==> config.mk <==
export PLATFORM = sky130hd
export DESIGN_NAME = serial_subtractor_flat
export DESIGN_NICKNAME = d
export VERILOG_FILES = /design/src/rtl/serial_subtractor_if.sv /design/src/rtl/serial_subtractor.sv /design/src/flat_wrapper.sv
export SDC_FILE = /design/constraint.sdc
export NUM_CORES = 1
export LEC_CHECK = 0
export CAP_MARGIN = 10
export CORE_ASPECT_RATIO = 0.8
export CORE_MARGIN = 1
export CORE_UTILIZATION = 51
export DETAILED_ROUTE_END_ITERATION = 10
export GPL_ROUTABILITY_DRIVEN = 0
export GPL_TIMING_DRIVEN = 0
export PLACE_DENSITY = 0.77
export SLEW_MARGIN = 10
export SYNTH_ARGS = -nofsm -noshare
export SYNTH_HDL_FRONTEND = slang
export SYNTH_SLANG_ARGS = --single-unit
==> constraint.sdc <==
create_clock -name clk -period 1.9 [get_ports clk]
set_input_delay 0.475 -clock clk [delete_from_list [all_inputs] [get_ports clk]]
set_output_delay 0.475 -clock clk [all_outputs]
set_load 0.005 [all_outputs]
==> src/rtl/serial_subtractor_if.sv <==
// ---------------------------------------------------------------------------
// serial_subtractor_if
//   Start/done request bundle for serial_subtractor.
//   Configuration macro: SERSUB_OVF_EN (adds the signed-overflow flag).
//
//   Signals
//     start   master->slave  operation request
//     a, b    master->slave  minuend / subtrahend, WIDTH bits
//     b_in    master->slave  borrow-in
//     busy    slave->master  1 while the digit loop is running
//     done    slave->master  1-cycle completion pulse
//     diff    slave->master  result, WIDTH bits, held until next completion
//     b_out   slave->master  final borrow, held with diff
//     ovf     slave->master  signed overflow (SERSUB_OVF_EN only)
// ---------------------------------------------------------------------------
interface serial_subtractor_if #(
  parameter int unsigned WIDTH = 8
);

  logic             start;
  logic [WIDTH-1:0] a;
  logic [WIDTH-1:0] b;
  logic             b_in;
  logic             busy;
  logic             done;
  logic [WIDTH-1:0] diff;
  logic             b_out;
`ifdef SERSUB_OVF_EN
  logic             ovf;
`endif

  // Requester side
  modport master (
    output start, a, b, b_in,
`ifdef SERSUB_OVF_EN
    input  ovf,
`endif
    input  busy, done, diff, b_out
  );

  // Subtractor side
  modport slave (
    input  start, a, b, b_in,
`ifdef SERSUB_OVF_EN
    output ovf,
`endif
    output busy, done, diff, b_out
  );

endinterface

==> src/rtl/serial_subtractor.sv <==
// ---------------------------------------------------------------------------
// serial_subtractor
//   Multi-cycle subtractor: diff = a - b - b_in (mod 2^WIDTH), b_out = final
//   borrow. DIGIT bits are subtracted per clock by one digit slice feeding a
//   borrow flop, so an operation takes STEPS = WIDTH/DIGIT cycles in RUN.
//   Start/done handshake, intended to sit under a controlling FSM.
//
//   Configuration macro: SERSUB_OVF_EN
//     defined   -> bus.ovf present, signed overflow registered with diff
//     undefined -> no ovf port and no MSB-borrow logic
//
//   Ports
//     clk   in   rising-edge clock
//     rst   in   asynchronous, active-high reset
//     bus   serial_subtractor_if.slave
//           start/a/b/b_in in; busy/done/diff/b_out(/ovf) out, all registered
// ---------------------------------------------------------------------------
module serial_subtractor #(
  parameter int unsigned WIDTH = 8,
  parameter int unsigned DIGIT = 1
) (
  input  logic                clk,
  input  logic                rst,
  serial_subtractor_if.slave  bus
);

  localparam int unsigned STEPS   = WIDTH / DIGIT;
  localparam int unsigned CNT_W   = (STEPS > 1) ? $clog2(STEPS) : 1;
  localparam int unsigned SLICE_W = DIGIT + 1;
  localparam logic [CNT_W-1:0] CNT_LAST = CNT_W'(STEPS - 1);

  // Elaboration-time parameter legality
  if (WIDTH < 2) begin : g_bad_width
    $error("serial_subtractor: WIDTH must be >= 2");
  end
  if (DIGIT == 0 || (WIDTH % DIGIT) != 0) begin : g_bad_digit
    $error("serial_subtractor: WIDTH must be a non-zero multiple of DIGIT");
  end

  typedef enum logic [1:0] {
    IDLE = 2'd0,
    RUN  = 2'd1,
    DONE = 2'd2
  } state_t;

  state_t            state_q;
  state_t            state_d;

  logic [WIDTH-1:0]  a_q;
  logic [WIDTH-1:0]  b_q;
  logic [WIDTH-1:0]  res_q;
  logic              borrow_q;
  logic [CNT_W-1:0]  cnt_q;

  logic              busy_q;
  logic              done_q;
  logic [WIDTH-1:0]  diff_q;
  logic              b_out_q;

  logic              load_c;
  logic              step_c;
  logic              last_c;

  logic [DIGIT-1:0]  a_dig_c;
  logic [DIGIT-1:0]  b_dig_c;
  logic [DIGIT-1:0]  d_c;
  logic              bo_c;
  logic [WIDTH-1:0]  res_next_c;

  // State register
  always_ff @(posedge clk or posedge rst) begin
    if (rst) begin
      state_q <= IDLE;
    end else begin
      state_q <= state_d;
    end
  end

  // Next-state and datapath control
  always_comb begin
    state_d = state_q;
    load_c  = 1'b0;
    step_c  = 1'b0;
    last_c  = 1'b0;
    unique case (state_q)
      IDLE: begin
        if (bus.start) begin
          load_c  = 1'b1;
          state_d = RUN;
        end
      end
      RUN: begin
        // start is deliberately not looked at here
        step_c = 1'b1;
        if (cnt_q == CNT_LAST) begin
          last_c  = 1'b1;
          state_d = DONE;
        end
      end
      DONE: begin
        if (bus.start) begin
          load_c  = 1'b1;
          state_d = RUN;
        end else begin
          state_d = IDLE;
        end
      end
      default: begin
        state_d = IDLE;
      end
    endcase
  end

  // Digit slice: the top bit of the (DIGIT+1)-bit difference is the borrow out
  assign a_dig_c = a_q[DIGIT-1:0];
  assign b_dig_c = b_q[DIGIT-1:0];
  assign {bo_c, d_c} = {1'b0, a_dig_c} - {1'b0, b_dig_c} - SLICE_W'(borrow_q);

  // Result digits enter at the top so the first digit ends up at bit 0
  assign res_next_c = (res_q >> DIGIT) | (WIDTH'(d_c) << (WIDTH - DIGIT));

  // Operand shifters, borrow, step counter and registered outputs
  always_ff @(posedge clk or posedge rst) begin
    if (rst) begin
      a_q      <= '0;
      b_q      <= '0;
      res_q    <= '0;
      borrow_q <= 1'b0;
      cnt_q    <= '0;
      busy_q   <= 1'b0;
      done_q   <= 1'b0;
      diff_q   <= '0;
      b_out_q  <= 1'b0;
    end else begin
      busy_q <= (state_d == RUN);
      done_q <= last_c;
      if (load_c) begin
        a_q      <= bus.a;
        b_q      <= bus.b;
        borrow_q <= bus.b_in;
        res_q    <= '0;
        cnt_q    <= '0;
      end else if (step_c) begin
        a_q      <= a_q >> DIGIT;
        b_q      <= b_q >> DIGIT;
        borrow_q <= bo_c;
        res_q    <= res_next_c;
        cnt_q    <= cnt_q + CNT_W'(1);
      end
      if (last_c) begin
        diff_q  <= res_next_c;
        b_out_q <= bo_c;
      end
    end
  end

  assign bus.busy  = busy_q;
  assign bus.done  = done_q;
  assign bus.diff  = diff_q;
  assign bus.b_out = b_out_q;

`ifdef SERSUB_OVF_EN
  logic msb_bin_c;
  logic ovf_q;

  // Borrow into the MSB recovered from the MSB sum bit: d = a ^ b ^ borrow_in
  assign msb_bin_c = a_dig_c[DIGIT-1] ^ b_dig_c[DIGIT-1] ^ d_c[DIGIT-1];

  // Signed overflow: borrow into MSB differs from borrow out of MSB
  always_ff @(posedge clk or posedge rst) begin
    if (rst) begin
      ovf_q <= 1'b0;
    end else if (last_c) begin
      ovf_q <= msb_bin_c ^ bo_c;
    end
  end

  assign bus.ovf = ovf_q;
`endif

endmodule

==> src/flat_wrapper.sv <==
// flat-port wrapper written by rule: the top's interface ports become plain ports
module serial_subtractor_flat 
#(
  parameter int unsigned WIDTH = 8,
  parameter int unsigned DIGIT = 1
)
  (clk, rst, bus_start, bus_a, bus_b, bus_b_in, bus_busy, bus_done, bus_diff, bus_b_out);
  serial_subtractor_if #(.WIDTH(WIDTH)) bus_i ();
  input  logic clk;
  input  logic rst;
  input wire logic [$bits(bus_i.start)-1:0] bus_start;
  input wire logic [$bits(bus_i.a)-1:0] bus_a;
  input wire logic [$bits(bus_i.b)-1:0] bus_b;
  input wire logic [$bits(bus_i.b_in)-1:0] bus_b_in;
  output wire logic [$bits(bus_i.busy)-1:0] bus_busy;
  output wire logic [$bits(bus_i.done)-1:0] bus_done;
  output wire logic [$bits(bus_i.diff)-1:0] bus_diff;
  output wire logic [$bits(bus_i.b_out)-1:0] bus_b_out;
  assign bus_i.start = bus_start;
  assign bus_i.a = bus_a;
  assign bus_i.b = bus_b;
  assign bus_i.b_in = bus_b_in;
  assign bus_busy = bus_i.busy;
  assign bus_done = bus_i.done;
  assign bus_diff = bus_i.diff;
  assign bus_b_out = bus_i.b_out;
  serial_subtractor #(.WIDTH(WIDTH), .DIGIT(DIGIT)) u_core (.clk(clk), .rst(rst), .bus(bus_i));
endmodule
* After elaboration in Yosys (flattened, before gate mapping)
Cells that the tools add are included.
Word-level totals: flip-flop bits (word level) 41, input bits 20, output and inout port bits 11, logic and storage cells 40
Cells by class: add/sub/neg operators 3, eq/ne operators 4, muxes and demuxes 19, bitwise gates (word level) 1, reduce and logical (&&, ||, !) cells 3
Operators with widths (number):
- $mux 8 | 6
- $mux 1 | 8
- $or 7x8->8 | 1
- $mux 3 | 2
- $pmux 2 s3 | 1
- $eq 2x1->1 const B | 2
- $mux 2 | 2
- $add 3x1->3 const B | 1
- $eq 3x3->1 const B | 1
- $eq 2x2->1 const B | 1
- $logic_not 2->1 | 1
- $reduce_bool 2->1 | 1
- $reduce_or 2->1 | 1
- $sub 1x1->2 | 1
- $sub 2x1->2 | 1

* Logic depth before layout (Yosys ltp)
Gate-level depths: netlist (run 1).
word-level depth 5, gate-level depth with buffers 6, gate-level depth less buffers 5

* Worst setup path after synthesis (run 1)
OpenSTA, ideal clock, no wires.
path type register to register, start point register u_core.cnt_q[0], end point register u_core.diff_q[0] (netlist: u_core.bus.diff[0]), setup time 125 ps, data arrival time 1312 ps, data required time 1775 ps, setup slack 463 ps, stages on the path, launching flop included 6, buffers on the path 1, period minus slack after synthesis 1437 ps, path through dfrtp_1 -> ha_1 -> ha_1 -> nand3b_4 -> buf_6 -> mux2_4
On the way: word-level cells in the longest chain between the ends 3
RTL lines:
- start, declared | RTL line serial_subtractor.sv:53 | logic [CNT_W-1:0] cnt_q;
- start signal, assigned | RTL line serial_subtractor.sv:148 | cnt_q <= cnt_q + CNT_W'(1);
- $eq 3x3->1 | RTL line serial_subtractor.sv:95 | if (cnt_q == CNT_LAST) begin
- $mux 1 | RTL line serial_subtractor.sv:95
- $mux 1 | RTL line serial_subtractor.sv:85 | unique case (state_q)
- end signal, assigned | RTL line serial_subtractor.sv:151 | diff_q <= res_next_c;
- end, declared | RTL line serial_subtractor.sv:57 | logic [WIDTH-1:0] diff_q;
Every way passes these cells. A chain may end at the register's enable or synchronous reset.

* Final worst setup path (run 1)
start point register u_core.diff_q[3] (netlist: u_core.bus.diff[3]), end point output port bus_diff[3]
RTL lines:
- end, declared | RTL line flat_wrapper.sv:17 | output wire logic [$bits(bus_i.diff)-1:0] bus_diff;
No word-level cell between the ends.

==> results.py, run 1 <==
metrics = {
    "status": {
        "outcome": "completed",
    },
    "clock_tree": {
        "cts_root_buf": "clkbuf_8",
        "clkTransAtPathRegs_ns": 0.08,
        "numCtsBuffers": 5,
        "clockBufferDepth": 2,
        "cts_sinks": 40,
        "cts_setup_buffers": 0,
        "cts_tree": "done",
        "clk_latency_ns": 0.29,
        "hold_buffers": 0,
        "cts-htree-levels": 2,
        "ctsResizeCount": 0,
    },
    "sta": {
        "fin_crit_sh_pct": 85.6,
        "finalSetupViolations": 0,
        "worstMarginPinSlew_ns": 0.804,
        "tns_ns": 0,
        "max_freq_ghz": 0.615,
        "clock_skew_ns": 0.00495,
        "rsz0062_at_grt": "no",
        "slew_viol_final": 0,
        "hold_violations": 0,
        "fin_crit_ns": 1.63,
        "setup_slack_ns": 0.273,
        "slew_headroom_pct": 46.3,
    },
    "final_layout": {
        "instances_no_fill": 213,
        "syn2layout_area_growth_pct": 25.7,
        "drive_above_1_share_pct": 18.5,
        "diodes": 0,
        "num-nets-final": 195,
        "final_util_pct": 68.6,
    },
    "logic_synthesis": {
        "synthDistinctLibCells": 26,
        "yosys_warnings": 0,
        "synth_area_um2": 1720,
        "ys_seq_area_share_pct": 58.2,
        "synth_top_cell_area_share_pct": 58.2,
        "syn_inst": 135,
        "synth_area_leaders": "dfrtp_1, a22o_1, buf_6, mux2_4, o22ai_1",
        "yosysTopAreaCell": "dfrtp_1",
        "avgSynthCellArea_um2": 12.7,
        "synth.net_count": 158,
        "synth_seq_cells": 40,
    },
    "critical_path": {
        "path_class": "flip-flop to output pin",
        "cp-start-kind": "flip-flop",
        "worst-path-buf-inv": 1,
        "crit_fanout": 2,
        "slowest_delay_ns": 0.50,
        "critPathTopFamily": "buffers and inverters",
        "path_cells": "clkdlybuf4s50_1",
        "crit_slowest_cell": "clkdlybuf4s50_1",
        "worstPathRequired_ns": 1.42,
        "crit_arrival_ns": 1.15,
        "r2r_slack_ns": 0.35,
        "cp-end-kind": "output pin",
    },
    "placement": {
        "dp_hpwl_um": 2270,
        "dp.cells": 205,
        "portBuffers": 30,
        "post-place-ws_ns": 0.0832,
    },
    "floorplanning": {
        "die_area_um2": 3610,
        "ioPinCount": 31,
        "die_w_um": 66.9,
        "std_cell_rows": 18,
        "dieHeight_um": 54.0,
        "start_util_pct": 54.6,
        "core-area_um2": 3150,
    },
    "pwr": {
        "p_leak_nw": 0.987,
        "pwr_density_cell_nw_per_um2": 1680,
        "fin_total_pwr_w": 0.00363,
        "ir_worst_vdd_uv": 888,
    },
    "job": {
        "cap_violations": 0,
    },
    "worst_hold_path": {
        "hold_path.class": "flip-flop to flip-flop",
    },
    "routing": {
        "via_per_inst": 5.50,
        "drc": 0,
        "dr_total_vias": 1171,
        "dr.pass1.iters": 4,
        "ant_nets": 0,
        "drt_iter0_drc": 46,
        "wl_per_cell_um": 14.9,
        "wl_um": 3170,
    },
    "grt": {
        "grt_use_total_pct": 21.3,
        "grt_overflow": 0,
        "grt_max_degree": 41,
        "grt_pass1_vias": 1151,
        "antenna_found_initial": 0,
        "grt_pass1_wl_um": 5410,
    },
}
state kept, by name, summed over array words and instances, names as in the netlist:
signal and cells:
u_core.res_q 7, u_core.b_q 8, u_core.cnt_q 3, u_core.bus.b_out 1, u_core.state_q 2, u_core.bus.diff 8, u_core.bus.busy 1, u_core.bus.done 1
u_core.a_q 8, u_core.borrow_q 1
stage by stage:
| step | hold slack [ns] | area [um2] |
|---|---|---|
| 2_1_floorplan | 0.463 | 1720 |
| 5_1_grt | 0.527 | 2160 |
| 4_1_cts | 0.513 | 2160 |
| 3_5_place_dp | 0.496 | 2070 |
| 3_3_place_gp | 0.480 | 2070 |
| 6_report | 0.510 | 2160 |
cell usage after synthesis, drive strengths merged:
library cell and n:
o21ai 4, a221oi 1, and2b 1, nor2 15, nor2b 2, mux2 9, o22ai 13, a211oi 1
nand2b 2, mux2i 1, nand3 1, a21oi 2, nor3 12, nand2 1, inv 5, a22o 11
dfrtp 40, nand3b 1, fa 1, ha 2, buf 10
logic make-up (layout without fill, tap and decap cells):
group	count (synthesis)	in the layout	share of synthesized area, %
DFF	40	40	58.2
and+or+nand+nor	35	35	11.3
AOI/OAI and AO/OA	32	32	13.0
buffers and inverters	15	53	7.05
muxes	10	10	7.78
adders and majority gates	3	3	2.62
routing by layer:
metal	share of wire [%]	routed length, um	up-vias	GRT usage (%)
met5	0	0	-	0
met4	1.4	44	0	7.45
met3	4.2	133	5	5.72
met2	47	1510	27	33.8
met1	47	1490	585	28.6
li1	-	-	554	-
cell type report:
class,count,area [um2]
Sequential cell,40,1000
Inverter,5,18.8
Clock buffer,6,82.6
Fill cell,254,990
Multi-Input combinational cell,80,598
Buffer,10,103
Tap cell,40,50.0
Clock inverter,2,10.0
Timing Repair Buffer,30,300
power by group:
part | total, W | internal, W | switching (W)
Clock | 0.000575 | 0.000290 | 0.000286
Combinational | 0.00158 | 0.000901 | 0.000678
Sequential | 0.00147 | 0.00125 | 0.000225
Total | 0.00363 | 0.00244 | 0.00119
path summary, 6_finish.rpt:
| check | startpoint | depth (start not counted) | end |
|---|---|---|---|
| max in group asynchronous | rst | 2 | u_core.bus.diff[1] |
| worst min register to register | u_core.b_q[2] | 2 | u_core.b_q[2] |
| worst min-delay path | u_core.b_q[2] | 2 | u_core.b_q[2] |
| worst max-delay path | u_core.bus.diff[3] | 1 | bus_diff[3] |
| worst max register to register | u_core.cnt_q[0] | 5 | u_core.bus.diff[0] |
| min in group asynchronous | rst | 2 | u_core.res_q[4] |
layout by cell type, fill, tap and decap left out, types with 6 or more instances in the layout:
master           count
dfrtp_1             40
clkdlybuf4s50_1     30
nor2_1              14
o22ai_1             13
nor3_1              12
a22o_1              11
buf_6                8
mux2_4               6
clkbuf_8             6
Power figures use the tool's default switching activity.
==> inputs of run 2 (changes only) <==
- ABC_CLOCK_PERIOD_IN_PS: default -> 1900
- SKIP_CTS_REPAIR_TIMING: default -> 1
==> results of run 2 <==
The final DEF is identical to that of run 1; final timing and power are the same.
